$ cat config.mk
export PLATFORM = sky130hd
export DESIGN_NAME = hpdcache_data_upsize_ext_flat
export DESIGN_NICKNAME = d
export VERILOG_FILES = /design/src/rtl/hpdcache_pkg.sv /design/src/rtl/hpdcache_data_upsize_ext_if.sv /design/src/rtl/hpdcache_wrap_counter.sv /design/src/rtl/hpdcache_data_upsize_ext.sv /design/src/flat_wrapper.sv
export SDC_FILE = /design/constraint.sdc
export NUM_CORES = 1
export LEC_CHECK = 0
export ABC_AREA = 1
export CAP_MARGIN = 20
export CORE_ASPECT_RATIO = 0.75
export CORE_MARGIN = 8
export CORE_UTILIZATION = 55
export CTS_BUF_LIST = sky130_fd_sc_hd__clkbuf_4
export DETAILED_ROUTE_END_ITERATION = 10
export GPL_TIMING_DRIVEN = 1
export PLACE_DENSITY_LB_ADDON = 0.08
export SETUP_SLACK_MARGIN = 0.05
export SYNTH_ARGS = -nofsm -noshare
export SYNTH_HDL_FRONTEND = slang
export SYNTH_SLANG_ARGS = --single-unit
$ cat constraint.sdc
create_clock -name clk_i -period 15.25 [get_ports clk_i]
set_input_delay 3.05 -clock clk_i [delete_from_list [all_inputs] [get_ports clk_i]]
set_output_delay 3.05 -clock clk_i [all_outputs]
set_load 0.05 [all_outputs]
$ cat src/rtl/hpdcache_pkg.sv
// Shared scalar types for the hpdcache upsizing buffer.
package hpdcache_pkg;
    typedef int unsigned hpdcache_uint;

    // Index width for a range of n values, never narrower than one bit.
    function automatic int hpdcache_idx_w(input int n);
        return (n > 1) ? $clog2(n) : 1;
    endfunction
endpackage

$ cat src/rtl/hpdcache_data_upsize_ext_if.sv
// Write/read/flush bundle of the upsizing buffer.
// Optional HPDCACHE_DATA_UPSIZE_WMASK_EN adds the rmask_o head-entry word mask.
interface hpdcache_data_upsize_ext_if #(
    parameter int WR_WIDTH = 64,
    parameter int RD_WIDTH = 512
) ();
    localparam int WR_WORDS = RD_WIDTH / WR_WIDTH;
    localparam int CNT_W    = $clog2(WR_WORDS + 1);

    logic                flush_i;
    logic                w_i;
    logic                wlast_i;
    logic                wok_o;
    logic [WR_WIDTH-1:0] wdata_i;
    logic                r_i;
    logic                rok_o;
    logic [RD_WIDTH-1:0] rdata_o;
    logic [CNT_W-1:0]    rcnt_o;
`ifdef HPDCACHE_DATA_UPSIZE_WMASK_EN
    logic [WR_WORDS-1:0] rmask_o;
`endif

    modport master (
        output flush_i, w_i, wlast_i, wdata_i, r_i,
`ifdef HPDCACHE_DATA_UPSIZE_WMASK_EN
        input  rmask_o,
`endif
        input  wok_o, rok_o, rdata_o, rcnt_o
    );

    modport slave (
        input  flush_i, w_i, wlast_i, wdata_i, r_i,
`ifdef HPDCACHE_DATA_UPSIZE_WMASK_EN
        output rmask_o,
`endif
        output wok_o, rok_o, rdata_o, rcnt_o
    );
endinterface

$ cat src/rtl/hpdcache_wrap_counter.sv
// Modulo-MAX counter (0..MAX-1) with synchronous clear taking priority over increment.
module hpdcache_wrap_counter
    import hpdcache_pkg::*;
#(
    parameter int MAX = 2,
    localparam int W  = hpdcache_idx_w(MAX)
) (
    input  logic         clk_i,
    input  logic         rst_ni,
    input  logic         clr,
    input  logic         inc,
    output logic [W-1:0] cnt
);
    always_ff @(posedge clk_i or negedge rst_ni) begin
        if (!rst_ni)  cnt <= '0;
        else if (clr) cnt <= '0;
        else if (inc) cnt <= (hpdcache_uint'(cnt) == hpdcache_uint'(MAX - 1)) ? '0 : cnt + 1'b1;
    end
endmodule

$ cat src/rtl/hpdcache_data_upsize_ext.sv
// Narrow-write / wide-read FIFO: WR_WIDTH words gather into RD_WIDTH entries.
// Define HPDCACHE_DATA_UPSIZE_WMASK_EN to export the head-entry word mask on rmask_o.
module hpdcache_data_upsize_ext
    import hpdcache_pkg::*;
#(
    parameter int WR_WIDTH = 64,
    parameter int RD_WIDTH = 512,
    parameter int DEPTH    = 2
) (
    input  logic                        clk_i,
    input  logic                        rst_ni,
    hpdcache_data_upsize_ext_if.slave   bus
);
    localparam int WR_WORDS = RD_WIDTH / WR_WIDTH;
    localparam int PTR_W    = hpdcache_idx_w(DEPTH);
    localparam int USED_W   = $clog2(DEPTH + 1);
    localparam int WCNT_W   = hpdcache_idx_w(WR_WORDS);
    localparam int CNT_W    = $clog2(WR_WORDS + 1);

    typedef logic [PTR_W-1:0]  ptr_t;
    typedef logic [USED_W-1:0] used_t;
    typedef logic [WCNT_W-1:0] wcnt_t;
    typedef logic [CNT_W-1:0]  cnt_t;

    logic [DEPTH-1:0][WR_WORDS-1:0][WR_WIDTH-1:0] data_q;
    logic [DEPTH-1:0][WR_WORDS-1:0]               mask_q;
    cnt_t [DEPTH-1:0]                             cnt_q;
    used_t                                        used_q;
    wcnt_t                                        wcnt_q;
    ptr_t                                         wrptr, rdptr;

    logic wr_acc, wr_close, rd_pop, last_word;
    logic [WR_WORDS-1:0]               head_mask;
    logic [WR_WORDS-1:0][WR_WIDTH-1:0] head_data;

    assign bus.wok_o = hpdcache_uint'(used_q) < hpdcache_uint'(DEPTH);
    assign bus.rok_o = hpdcache_uint'(used_q) != 0;

    assign last_word = hpdcache_uint'(wcnt_q) == hpdcache_uint'(WR_WORDS - 1);
    assign wr_acc    = bus.w_i & bus.wok_o & ~bus.flush_i;
    assign wr_close  = wr_acc & (last_word | bus.wlast_i);
    assign rd_pop    = bus.r_i & bus.rok_o & ~bus.flush_i;

    hpdcache_wrap_counter #(.MAX(DEPTH)) u_wrptr (
        .clk_i (clk_i), .rst_ni(rst_ni), .clr(bus.flush_i), .inc(wr_close), .cnt(wrptr)
    );
    hpdcache_wrap_counter #(.MAX(DEPTH)) u_rdptr (
        .clk_i (clk_i), .rst_ni(rst_ni), .clr(bus.flush_i), .inc(rd_pop), .cnt(rdptr)
    );

    always_ff @(posedge clk_i or negedge rst_ni) begin
        if (!rst_ni) begin
            used_q <= '0;
            wcnt_q <= '0;
            mask_q <= '0;
        end else if (bus.flush_i) begin
            used_q <= '0;
            wcnt_q <= '0;
            mask_q <= '0;
        end else begin
            if (wr_acc) begin
                // First word of an entry wipes the slot's old mask so leftovers read as zero.
                if (wcnt_q == '0) mask_q[wrptr] <= WR_WORDS'(1);
                else              mask_q[wrptr][wcnt_q] <= 1'b1;
                wcnt_q <= wr_close ? '0 : wcnt_q + 1'b1;
            end
            case ({wr_close, rd_pop})
                2'b10:   used_q <= used_q + 1'b1;
                2'b01:   used_q <= used_q - 1'b1;
                default: used_q <= used_q;
            endcase
        end
    end

    // Payload and word counts need no reset: the masks and used_q gate them.
    always_ff @(posedge clk_i) begin
        if (wr_acc) begin
            data_q[wrptr][wcnt_q] <= bus.wdata_i;
            if (wr_close) cnt_q[wrptr] <= cnt_t'(wcnt_q) + 1'b1;
        end
    end

    assign head_mask = bus.rok_o ? mask_q[rdptr] : '0;

    for (genvar k = 0; k < WR_WORDS; k++) begin : g_word
        assign head_data[k] = head_mask[k] ? data_q[rdptr][k] : '0;
    end

    assign bus.rdata_o = head_data;
    assign bus.rcnt_o  = bus.rok_o ? cnt_q[rdptr] : '0;
`ifdef HPDCACHE_DATA_UPSIZE_WMASK_EN
    assign bus.rmask_o = head_mask;
`endif
endmodule

$ cat src/flat_wrapper.sv
// flat-port wrapper written by rule: the top's interface ports become plain ports
module hpdcache_data_upsize_ext_flat import hpdcache_pkg::*;
#(
    parameter int WR_WIDTH = 64,
    parameter int RD_WIDTH = 512,
    parameter int DEPTH    = 2
)
  (clk_i, rst_ni, bus_flush_i, bus_w_i, bus_wlast_i, bus_wdata_i, bus_r_i, bus_wok_o, bus_rok_o, bus_rdata_o, bus_rcnt_o);
  hpdcache_data_upsize_ext_if #(.WR_WIDTH(WR_WIDTH), .RD_WIDTH(RD_WIDTH)) bus_i ();
  input  logic clk_i;
  input  logic rst_ni;
  input wire logic [$bits(bus_i.flush_i)-1:0] bus_flush_i;
  input wire logic [$bits(bus_i.w_i)-1:0] bus_w_i;
  input wire logic [$bits(bus_i.wlast_i)-1:0] bus_wlast_i;
  input wire logic [$bits(bus_i.wdata_i)-1:0] bus_wdata_i;
  input wire logic [$bits(bus_i.r_i)-1:0] bus_r_i;
  output wire logic [$bits(bus_i.wok_o)-1:0] bus_wok_o;
  output wire logic [$bits(bus_i.rok_o)-1:0] bus_rok_o;
  output wire logic [$bits(bus_i.rdata_o)-1:0] bus_rdata_o;
  output wire logic [$bits(bus_i.rcnt_o)-1:0] bus_rcnt_o;
  assign bus_i.flush_i = bus_flush_i;
  assign bus_i.w_i = bus_w_i;
  assign bus_i.wlast_i = bus_wlast_i;
  assign bus_i.wdata_i = bus_wdata_i;
  assign bus_i.r_i = bus_r_i;
  assign bus_wok_o = bus_i.wok_o;
  assign bus_rok_o = bus_i.rok_o;
  assign bus_rdata_o = bus_i.rdata_o;
  assign bus_rcnt_o = bus_i.rcnt_o;
  hpdcache_data_upsize_ext #(.WR_WIDTH(WR_WIDTH), .RD_WIDTH(RD_WIDTH), .DEPTH(DEPTH)) u_core (.clk_i(clk_i), .rst_ni(rst_ni), .bus(bus_i));
endmodule
Yosys cells after proc, flatten, opt, wreduce, memory -nomap -nowiden --
Index checks and enable logic that the tools add are counted.
Cells by class: add/sub/neg operators 6, multiply operators 0, div/mod/pow operators 0, magnitude comparators 6, equality and inequality tests 3, shift-type cells 0, multiplexer cells 44, bitwise gates (word level) 11, reduce and logical (&&, ||, !) cells 9
Operator list (count):
- 2-to-1 mux 512 bit | 3
- bitwise mux 1024 bit | 1
- 2-to-1 mux 64 bit | 9
- demux 512 bit (select 1 bit) | 1
- demux 64 bit (select 3 bit) | 1
- 2-to-1 mux 16 bit | 3
- 2-to-1 mux 8 bit | 5
- demux 8 bit (select 1 bit) | 2
- 2-to-1 mux 4 bit | 4
- bitwise OR 16 bit | 1
- AND 14 bit | 1
- NOT 14 bit | 1
- 2-to-1 mux 3 bit | 3
- bitwise mux 8 bit | 1
- nonzero test 2 bit | 4
- 2-to-1 mux 1 bit | 7
- AND 1 bit | 5
- adder 3 x 1 -> 4 bit, second input constant | 1
- demux 4 bit (select 1 bit) | 1
- less-than comparator 1 x 2 -> 1 bit, second input constant | 2
- less-than comparator 3 x 4 -> 1 bit, second input constant | 1
- one-hot mux 2 bit (2 select lines) | 1
- adder 3 x 1 -> 3 bit, second input constant | 1
- demux 1 bit (select 3 bit) | 1
- 17 further kinds | 19
Storage, ports and cells: register bits after elaboration 1055, bits in latches 0, memory bits (writable) 0, bits in read-only memories 0, output and inout bits 518, memories 0

Logic depth before layout (Yosys ltp) --
depth after elaboration 10, gate-level depth with buffers 10, mapped depth without buffers 10

Hierarchy --
From an unflattened synthesis, not the netlist that was laid out.
Second synthesis, totals: cell total of the unflattened synthesis 2951, area total of the unflattened synthesis 39738.1 um2
By module, submodules not included:
- hpdcache_data_upsize_ext | instances 1, cells an instance 2939, area an instance 39650.5 um2, sequential area each 31515.2 um2
- hpdcache_wrap_counter | instances 2, cells an instance 6, area an instance 43.8 um2, sequential area each 25.0 um2

Least setup slack after synthesis --
Ideal clock, no wire load.
path type input port to flip-flop, start input bus_flush_i, end register u_core.data_q[512] in the netlist's numbering (enable), library setup time 644 ps, arrival time 9672 ps, data required time 14606 ps, path slack 4934 ps, cell stages on the path 5, buffers on the path 0, cell sequence inv_1 nand3_1 inv_1 nand2_1 nor4_1
Between the ends: word-level cells in the longest chain between the ends 2
Ends and longest elaborated chain:
- from (decl) | line flat_wrapper.sv:12 | input wire logic [$bits(bus_i.flush_i)-1:0] bus_flush_i;
- NOT 1 bit | line hpdcache_data_upsize_ext.sv:40 | assign wr_acc = bus.w_i & bus.wok_o & ~bus.flush_i;
- AND 1 bit | line hpdcache_data_upsize_ext.sv:40
- to (signal, indexed assignment) | line hpdcache_data_upsize_ext.sv:78 | data_q[wrptr][wcnt_q] <= bus.wdata_i;
- to (decl) | line hpdcache_data_upsize_ext.sv:25 | logic [DEPTH-1:0][WR_WORDS-1:0][WR_WIDTH-1:0] data_q;
No other way between the ends. A chain may end at the register's enable or synchronous reset.

Worst setup path in the final report --
start register u_core.u_rdptr.cnt, end output bus_rdata_o[248]
Between the ends: word-level cells in the longest chain between the ends 4, elaborated cells on any way between the ends 6
Ends and longest elaborated chain:
- from (decl) | line hpdcache_wrap_counter.sv:12 | output logic [W-1:0] cnt
- from (signal assigned) | line hpdcache_wrap_counter.sv:17 | else if (inc) cnt <= (hpdcache_uint'(cnt) == hpdcache_uint'(MAX - 1)) ? '0 : cnt + 1'b1;
- 2-to-1 mux 8 bit (implied by the code) (2 in a row) | line hpdcache_data_upsize_ext.sv:83 | assign head_mask = bus.rok_o ? mask_q[rdptr] : '0;
- 2-to-1 mux 8 bit | line hpdcache_data_upsize_ext.sv:83
- 2-to-1 mux 64 bit (*) | line hpdcache_data_upsize_ext.sv:86 | assign head_data[k] = head_mask[k] ? data_q[rdptr][k] : '0;
- to (decl) | line flat_wrapper.sv:19 | output wire logic [$bits(bus_i.rdata_o)-1:0] bus_rdata_o;
Mark *: on every way between the ends. The rest lies on a longest branch, timed or not. The select of a mux whose other input is x is not followed.

==> impl_metrics.toml <==
[clock_tree]
postCtsHoldBufs = 0
cts_root_buf = "clkbuf_4"
cts_tree = "done"
cts_setup_buffers = 0
path_clk_slew_ps = 60
cts.htree.levels = 5
cts.path.max_buffers = 4
cts_buffers = 275
clock_latency_ps = 1100
clock-sinks = 1055
postCtsResizedCells = 0

[synth]
synthesis.area_um2 = 39700
syn_nets = 3018
synth.avg_cell_area_um2 = 13.5
synth_commonest_cells = "nand2_1 (1,059), edfxtp_1 (1,032), a21oi_1 (526)"
synth-seq-area-share_pct = 79.6
synth-seq-cells = 1055
synth_edf_count = 1032
synthDistinctLibCells = 22
yosys-top-cells-area = "edfxtp_1 (78%), nand2_1 (10%), a21oi_1 (6.6%), dfrtp_1 (1.5%), buf_2 (1.3%)"
async_flop_share_pct = 2.18
synth_top_area_cell = "edfxtp_1"
synth-main-ff-cell = "edfxtp_1"
synth_most_common_cell = "nand2_1"
yosysTopAreaCellShare_pct = 78.1
ys_warn_count = 0
netlist_instances = 2945

[route]
route.detailed.wl_per_inst_um = 24.3
drc = 0
firstDrtPassIters = 8
drt-total-wl_um = 116000
first_iter_violations = 2876
avgViaCountPerCell = 5.58
antenna_left = 0
num_vias = 26696

[worst_setup_path]
path_cells = "inv_8 > buf_12 > buf_4 > nand2_1 > a21oi_1 > clkdlybuf4s50_1"
crit_path_top_delay_cell = "clkdlybuf4s50_1"
required_ps = 12200
reg2reg_depth = 6
crit_arrival_ps = 5870
critPathKind = "reg -> out"
startpoint_type = "flop"
end_kind = "output port"
max_stage_delay_ps = 860
worstPathMaxFanout = 214

[global_routing]
track_usage_pct = 27.8
grt_pass1_wl_um = 169000
grt_pass1_vias = 26430
grt.overflow.total = 0
antenna_found_initial = 2
grt_max_degree = 236

[sta]
period_needed_ps = 8920
setup_viol = 0
fin_setup_tns_ps = 0
skew_ps = 53.9
rsz0062_at_grt = "false"
drv_slew = 0
slew_headroom_pct = 4.31
setup_ws_ps = 6330
hold_viol = 0
tightest_slew_ps = 1440
finalCritPeriodShare_pct = 58.5
clock.fmax_mhz = 112
whs_ps = 551

[hold_path]
min-delay-path-class = "reg -> reg"
hold_depth = 2

[pwr]
p_per_area_nw_per_um2 = 155
clkPwrFrac_pct = 29.1
p_int_mw = 4.96
power_switching_share_pct = 35.6
switchingPower_mw = 2.75
p_leak_nw = 17.2
seq_power_share_pct = 42.4
pwr-share-comb_pct = 28.5
total_power_mw = 7.70
vdd_drop_max_uv = 114

[place]
placed_area_um2 = 46400
place_hpwl_um = 70100
place_ws_ps = 7520
gp_congestion = 0.859
port-buffer-count = 587

[die]
row_count = 85
core_area_um2 = 71600
die-area_um2 = 81100
io_pins = 588
die_h_um = 249
initial_core_util_pct = 55.4
die_w_um = 326

[finish]
drive_gt1_share_pct = 11.8
synthToLayoutAreaGrowth_pct = 24.9
final_net_count = 3750
fill_cells = 5003
postLayoutCellArea_um2 = 49600

[run]
cap_violations = 0

[status]
status = "complete, no violations"
## stage by stage
stage / std cells / util (%)
finish: 4785 / 69.2
global placement: 4352 / 64.8
CTS: 4781 / 69.2
detailed placement: 4355 / 64.9
floorplan: 2945 / -
global route: 4785 / 69.2
## flip-flops by register name (all words and copies together), names as in the netlist
| name | count |
|---|---|
| u_core.cnt_q | 8 |
| u_core.data_q | 1024 |
| u_core.mask_q | 16 |
| u_core.u_rdptr.cnt | 1 |
| u_core.u_wrptr.cnt | 1 |
| u_core.used_q | 2 |
| u_core.wcnt_q | 3 |
## worst paths after layout
path / start / end / slack, ps
min: u_core.mask_q[6]$_DFFE_PN0P_ / u_core.mask_q[6]$_DFFE_PN0P_ / 550
min reg2reg: u_core.mask_q[6]$_DFFE_PN0P_ / u_core.mask_q[6]$_DFFE_PN0P_ / 550
max: u_core.u_rdptr.cnt$_DFFE_PN0P_ / bus_rdata_o[248] / 6330
max reg2reg: u_core.used_q[1]$_DFFE_PN0P_ / u_core.data_q[430]$_DFFE_PP_ / 11220
max in group asynchronous: rst_ni / u_core.mask_q[3]$_DFFE_PN0P_ / 12480
min in group asynchronous: rst_ni / u_core.used_q[0]$_DFFE_PN0P_ / 2290
## cell type report
cell class,instances,area (µm²),share of cell area (%)
timing repair buffer,628,6280,12.7
clock inverter,49,267,0.538
inverter,41,163,0.328
tap,957,1200,2.42
antenna,2,5.00,0.0101
clock buffer,377,2830,5.71
multi-input combinational,1676,7250,14.6
sequential,1055,31600,63.7
## cells by family after synthesis
family	count (synthesis)	synth area share, %
AND/OR/NAND/NOR	1122	10.7
flip-flops	1055	79.6
AO/OA/AOI/OAI	551	7.05
adder cells (fa/ha/maj)	3	0.0946
buffers and inverters	214	2.56
## cells in the final DEF (no fill, tap or decap)
master	synthesis	final
nor3_2	0	3
nor3_1	6	3
inv_1	40	39
buf_12	0	7
nor2_2	1	1
dfrtp_1	23	22
inv_8	0	1
nor2_1	37	26
dfrtp_4	0	1
nand3_1	11	11
inv_2	1	2
nor4_2	0	1
ha_1	3	3
a21oi_1	526	526
clkinv_2	0	4
diode_2	0	2
clkinv_1	0	41
o22ai_1	4	4
clkbuf_4	0	377
clkdlybuf4s50_1	0	587
nand2_1	1059	1059
o21ai_0	12	12
buf_8	0	1
o211ai_1	1	1
buf_4	6	33
o21ai_4	0	8
nor2_4	0	11
edfxtp_1	1032	1032
bufinv_16	0	3
nand4_1	7	7
## power by group through the flow
| stage | sequential (mW) | combinational [mW] | clock (mW) |
|---|---|---|---|
| 5_1_grt | 3.27 | 2.30 | 2.43 |
| 3_5_place_dp | 3.33 | 2.19 | 0 |
| 3_3_place_gp | 3.33 | 2.18 | 0 |
| 2_1_floorplan | 3.31 | 1.43 | 0 |
| 6_report | 3.27 | 2.20 | 2.24 |
| 4_1_cts | 3.27 | 2.20 | 2.29 |
## critical path, delay by kind of cell (launching register included)
family	cells	cell delay, ps
buffers and inverters	4	3030
flip-flops	1	840
AO/OA/AOI/OAI	1	220
AND/OR/NAND/NOR	1	100
## per-layer routing
layer,vias to the layer above,share of wire (%),global-route usage (%)
met2,1402,49,45.2
met3,202,9.3,7.46
met1,13081,39,35.8
li1,12011,-,-
met5,-,0,0
met4,0,3.1,11.0
Note: power is estimated with default switching activity, not from simulation.
